### config.mk
export PLATFORM = sky130hd
export DESIGN_NAME = fetch_stage
export DESIGN_NICKNAME = d
export VERILOG_FILES = /design/src/rtl/fetch_stage.sv
export SDC_FILE = /design/constraint.sdc
export NUM_CORES = 1
export LEC_CHECK = 0
export CAP_MARGIN = 10
export CORE_MARGIN = 10
export CORE_UTILIZATION = 41
export DETAILED_ROUTE_END_ITERATION = 6
export PLACE_DENSITY = 0.72
export SLEW_MARGIN = 5
export SYNTH_ARGS = -nofsm -noshare
export SYNTH_HDL_FRONTEND = slang
export SYNTH_SLANG_ARGS = --single-unit
### constraint.sdc
create_clock -name clk -period 3.3 [get_ports clk]
set_clock_uncertainty 0.1 [all_clocks]
set_input_delay 0.33 -clock clk [delete_from_list [all_inputs] [get_ports clk]]
set_output_delay 0.33 -clock clk [all_outputs]
set_load 0.02 [all_outputs]
### src/rtl/fetch_stage.sv
// Instruction-fetch stage: issues one imem request at a time, computes the next PC,
// and captures responses into the IF/ID register through a one-entry skid buffer.
module fetch_stage #(
  parameter int                    DATA_WIDTH = 32,
  parameter logic [DATA_WIDTH-1:0] NOP_INSTR  = 32'h0000_0013
) (
  input  logic                  clk,
  input  logic                  rst,
  input  logic [DATA_WIDTH-1:0] pc_i,
  output logic [DATA_WIDTH-1:0] pc_next_o,
  output logic                  imem_req_o,
  output logic [DATA_WIDTH-1:0] imem_addr_o,
  input  logic                  imem_gnt_i,
  input  logic                  imem_rvalid_i,
  input  logic [DATA_WIDTH-1:0] imem_rdata_i,
  input  logic                  redirect_i,
  input  logic [DATA_WIDTH-1:0] redirect_target_i,
  input  logic                  stall_i,
  output logic [DATA_WIDTH-1:0] instr_o,
  output logic [DATA_WIDTH-1:0] instr_pc_o,
  output logic [DATA_WIDTH-1:0] instr_pcplus4_o,
  output logic                  instr_valid_o
);

  typedef enum logic [2:0] {IDLE, REQ, WAIT, HOLD, DRAIN} state_t;

  state_t                state, state_next;
  logic [DATA_WIDTH-1:0] pending_pc;
  logic [DATA_WIDTH-1:0] skid_data;
  logic                  skid_valid;
  logic                  ifid_ready;
  logic                  granted;
  logic                  load_resp;
  logic                  load_skid;
  logic                  store_skid;

  assign ifid_ready = !instr_valid_o || !stall_i;

  always_ff @(posedge clk) begin
    if (rst) state <= IDLE;
    else     state <= state_next;
  end

  // A redirect in DRAIN before the stale response arrives keeps draining, so a
  // late response can never be mistaken for the first post-redirect fetch.
  always_comb begin
    state_next = state;
    unique case (state)
      IDLE:  state_next = REQ;
      REQ: begin
        if (redirect_i)      state_next = imem_gnt_i ? DRAIN : REQ;
        else if (imem_gnt_i) state_next = WAIT;
      end
      WAIT: begin
        if (redirect_i)         state_next = imem_rvalid_i ? REQ : DRAIN;
        else if (imem_rvalid_i) state_next = ifid_ready ? REQ : HOLD;
      end
      HOLD:  if (redirect_i || !stall_i) state_next = REQ;
      DRAIN: if (imem_rvalid_i) state_next = REQ;
      default: state_next = IDLE;
    endcase
  end

  always_comb begin
    imem_req_o  = (state == REQ);
    imem_addr_o = pc_i;
    granted     = (state == REQ) && imem_gnt_i;
    load_resp   = (state == WAIT) && imem_rvalid_i && ifid_ready && !redirect_i;
    store_skid  = (state == WAIT) && imem_rvalid_i && !ifid_ready && !redirect_i;
    load_skid   = (state == HOLD) && !stall_i && !redirect_i;
    if (redirect_i)   pc_next_o = redirect_target_i;
    else if (granted) pc_next_o = pc_i + DATA_WIDTH'(4);
    else              pc_next_o = pc_i;
  end

  // IF/ID register and skid buffer; a redirect flushes both and overrides stall.
  always_ff @(posedge clk) begin
    if (rst) begin
      pending_pc      <= '0;
      skid_valid      <= 1'b0;
      skid_data       <= NOP_INSTR;
      instr_valid_o   <= 1'b0;
      instr_o         <= NOP_INSTR;
      instr_pc_o      <= '0;
      instr_pcplus4_o <= '0;
    end else begin
      if (granted) pending_pc <= pc_i;
      if (redirect_i) begin
        instr_valid_o <= 1'b0;
        instr_o       <= NOP_INSTR;
        skid_valid    <= 1'b0;
      end else begin
        if (store_skid) begin
          skid_valid <= 1'b1;
          skid_data  <= imem_rdata_i;
        end else if (load_skid) begin
          skid_valid <= 1'b0;
        end
        if (load_resp || load_skid) begin
          instr_o         <= load_resp ? imem_rdata_i : skid_data;
          instr_pc_o      <= pending_pc;
          instr_pcplus4_o <= pending_pc + DATA_WIDTH'(4);
          instr_valid_o   <= 1'b1;
        end else if (!stall_i) begin
          instr_valid_o <= 1'b0;
        end
      end
    end
  end

endmodule

# --- Word-level counts from Yosys, hierarchy flattened ---
# Index checks and enable logic that the tools add are counted.
op_classes:
  add_sub_neg: 2
  n_mux: 15
  n_eq_ne: 9
  bitwise: 1
  reduce_logical: 20
op_table:
  columns: ["operator", "count"]
  rows:
  - ["$mux 32", 3]
  - ["$add 32x3->32 const B", 2]
  - ["$mux 3", 8]
  - ["$pmux 3 s5", 1]
  - ["$logic_and 1x1->1", 8]
  - ["$eq 3x2->1 const B", 2]
  - ["$logic_not 1->1", 4]
  - ["$ne 2x2->1 const B", 2]
  - ["$reduce_and 2->1", 2]
  - ["$reduce_and 4->1", 1]
  - ["$eq 3x1->1 const B", 1]
  - ["$eq 3x3->1 const B", 1]
  - ["$logic_not 3->1", 1]
  - ["$logic_or 1x1->1", 3]
  - ["$ne 3x1->1 const B", 1]
  - ["$ne 3x3->1 const B", 1]
  - ["$mux 1", 2]
  - ["$mux 2", 1]
  - ["$ne 2x1->1 const B", 1]
  - ["$reduce_or 2->1", 1]
  - ["$not 1->1", 1]
word_totals:
  word_cells: 54
  out_inout_bits: 162
  register_bits: 164
  input_bits: 102

# --- Longest topological paths before layout ---
logic_depth:
  ltp_word: 6
  depth_mapped: 8

# --- Worst setup path before layout ---
# OpenSTA, ideal clock, no wires.
synth_timing:
  path_kind: "register to output"
  from: "reg state[0]"
  to: "out pc_next_o[22]"
  required_ns: 2.870
  path_buffers: 1
  stages_incl_launch_ff: 7
  arrival_ns: 2.233
  path_slack_ns: 0.637
  path_cell_list: "dfxtp_1 -> clkbuf_1 -> nor4bb_1 -> nand4_1 -> nor4_1 -> xnor2_1 -> o21ai_0"
synth_via:
  elab_chain_len: 4
synth_rtl:
  columns: ["element", "line", "rtl"]
  rows:
  - ["start, declared", "27", "state_t state, state_next;"]
  - ["start signal, assigned", "41", "else state <= state_next;"]
  - ["$eq 3x1->1", "67", "granted = (state == REQ) && imem_gnt_i;"]
  - ["$logic_and 1x1->1", "67", null]
  - ["$mux 32", "72", "else if (granted) pc_next_o = pc_i + DATA_WIDTH'(4);"]
  - ["$mux 32", "71", "if (redirect_i) pc_next_o = redirect_target_i;"]
  - ["end, declared", "10", "output logic [DATA_WIDTH-1:0] pc_next_o,"]
# No other way between the ends.

# --- Worst setup path in the final report ---
layout_timing:
  from: "in imem_gnt_i"
  to: "out pc_next_o[20]"
layout_via:
  elab_chain_len: 3
layout_rtl:
  columns: ["element", "line", "rtl"]
  rows:
  - ["start, declared", "13", "input logic imem_gnt_i,"]
  - ["$logic_and 1x1->1", "67", null]
  - ["$mux 32", "72", null]
  - ["$mux 32", "71", null]
# No other way between the ends.

==> run summary <==
Clock power share = 0.397
Max-slew violation count = 0
Critical Path Source Type = primary input
Hold Vio Cnt, Final = 0
Routability-driven placement congestion ratio = 0.895
Initial drt markers = 467
Largest net degree at the start of global routing = 68
Crit path capture type = output port
Nets = 1326
Initial antenna violation count = 2
Number of flops mapped to enable cells by yosys = 0
Synth top area share = 0.421
Die Area = 24700 sq um
Internal power = 3.34 mW
Max stage delay on crit path = 0.65 ns
Post-DP HPWL = 19.7 mm
TritonRoute pass-1 iters = 5
Sequential share of the synthesized area = 0.421
RSZ-0062 raised after global routing = false
Htree depth = 4
Unique cell type count in the Yosys netlist = 45
Yosys synthesis warning count = 0
Synth-to-layout area growth = 43.5%
Slowest cell on crit path = clkdlybuf4s50_1
Slew margin rel. = 0.248
Synth cell count leaders = nand2_1, dfxtp_1, a21oi_1
Root Buffer = clkbuf_16
Width of the die = 157 microns
Most area-consuming cells after synthesis = dfxtp_1, nand2_1, a21oi_1, a211oi_1, mux2i_1
Util after Layout = 0.596
Vias = 7554
Flops & latches, synth = 162
I/O Buffers = 263
Antenna-violating nets left = 0
Wire per inst = 17.5 microns
Max cap viols = 0
Clock Latency Late Sink = 0.42 ns
Setup CP Type = in2out
CTS tree = done
Worst Hold Class = reg2reg
Detailed Route WL = 25.7 mm
Grt ovf = 0
Post-CTS Hold Fix Bufs = 0
Measured slew at the worst slew-check pin = 1.13 ns
Ys flop type = dfxtp_1
Worst-path clk slew = 0.06 ns
Most numerous cell in the Yosys netlist = nand2_1
Number of global-route vias before repair = 7402
Comb power frac = 0.156
Avg Inst Size Synth = 7.72 sq um
Critical Path RT = 2.87 ns
PD cells = 415 nW/um^2
GRT Total Usage = 0.204
Min Tclk post-route = 3.14 ns
Initial Util = 0.415
Chip Height = 157 microns
Worst-case vdd ir drop = 0.267 mV
Core Region = 18600 sq um
Critical Path AT = 2.71 ns
P_leak = 4.03 nW
Post-Syn Nets = 1103
CP max FO = 7
Final Power = 4.60 mW
Leading area contributor after synthesis = dfxtp_1
# fillers = 1708
Cts bufs inserted = 17
CTS Buffer Depth = 2
Flop pwr share = 0.447
Drt via density = 5.14
DRC errors left = 0
Cell area after synthesis = 7710 sq um
I/O pin total = 264
Row count = 50
# clock sinks = 162
First-pass GRT wire length = 40.0 mm
Share of cells above drive strength 1 = 0.0842
Fmax = 318 MHz
Setup violators final = 0
Switching pwr = 1.26 mW
Sw Share = 0.274
Synthesized instance count = 999
Fin crit share = 0.952
Status = complete, no violations
Worst-path cell chain = clkdlybuf4s50_1 -> nor4bb_4 -> buf_4 -> nand4_1 -> buf_4 -> nor3_1 -> xnor2_1 -> o21ai_0 -> clkdlybuf4s50_1
Async SR Flop Fraction = 0
path summary, 6_finish.rpt:
| path | startpoint | to | slack (ns) | cells after the start |
|---|---|---|---|---|
| setup / recovery | imem_gnt_i | pc_next_o[20] | 0.16 | 9 |
| hold / removal | skid_data[13]$_SDFFE_PP0P_ | skid_data[13]$_SDFFE_PP0P_ | 0.35 | 2 |
| setup reg to reg | pending_pc[2]$_SDFFE_PP0P_ | instr_pcplus4_o[28]$_SDFFE_PP0P_ | 0.66 | 6 |
| hold reg to reg | skid_data[13]$_SDFFE_PP0P_ | skid_data[13]$_SDFFE_PP0P_ | 0.35 | 2 |
power groups by stage:
stage / registers (mW) / logic, mW / clock network [mW]
2_1_floorplan: 2.10 / 0.335 / 0
3_3_place_gp: 2.09 / 0.721 / 0
3_5_place_dp: 2.10 / 0.722 / 0
4_1_cts: 2.05 / 0.726 / 1.86
5_1_grt: 2.06 / 0.779 / 1.94
6_report: 2.05 / 0.718 / 1.83
stage by stage:
step	setup TNS [ns]	worst slack (ns)	instance area (sq um)	hold slack (ns)	std cells
floorplan	0	0.637	7710	0.332	999
global placement	0	0.0213	10500	0.341	1437
detailed placement	-0.0343	-0.0343	10500	0.347	1437
CTS	0	0.0477	11000	0.356	1469
global route	0	0.0103	11100	0.374	1471
finish	0	0.159	11100	0.353	1471
layer usage:
layer	global-route usage	up-vias	wire, microns
li1	-	3828	-
met1	0.244	3446	11000
met2	0.329	251	12000
met3	0.0740	29	2240
met4	0.0744	0	577
met5	0	-	0
layout make-up:
class,count,area [sq um],share of cell area
Antenna cell,2,5.00,0.000452
Clock buffer,19,443,0.0400
Clock inverter,13,101,0.00916
Inverter,12,45.0,0.00407
Multi-Input combinational cell,718,3910,0.353
Sequential cell,162,3240,0.293
Tap cell,234,293,0.0265
Timing Repair Buffer,311,3030,0.274
logic make-up (layout without fill, tap and decap cells):
family	count (synthesis)	in the layout	share of synthesized area
simple gates	431	431	0.247
compound gates	203	203	0.154
flops	162	162	0.421
buf+inv	119	355	0.0759
xor+xnor	46	46	0.0522
mux	36	36	0.0470
fa+ha+maj	2	2	0.00324
other cells	0	2	0
critical path, delay by kind of cell:
family | cells | cell delay (ns)
simple gates | 3 | 0.58
compound gates | 1 | 0.15
xor+xnor | 1 | 0.09
buf+inv | 4 | 1.56
what timing repair did:
item | CTS | global route
gates cloned | 0 | 0
resized for setup | 1 | 11
endpoints found under the setup margin | 1 | 11
buffers inserted | 0 | 0
pin swaps | 0 | 0
endpoints found under the hold margin | 0 | 0
sequential cells by signal, indices dropped and copies added, names as in the netlist:
signal / cells
instr_o: 32
instr_pc_o: 32
pending_pc: 32
skid_data: 32
instr_pcplus4_o: 30
state: 3
instr_valid_o: 1
cell usage in the layout (no fill, tap or decap), drive strengths merged, types with 19 or more instances in the layout:
cell type,n
nand2,252
clkdlybuf4s50,246
dfxtp,162
a21oi,100
nor2,71
buf,53
a211oi,46
o21ai,41
mux2i,34
xnor2,32
nor3,19
clkbuf,19
Note: power is estimated with default switching activity, not from simulation.
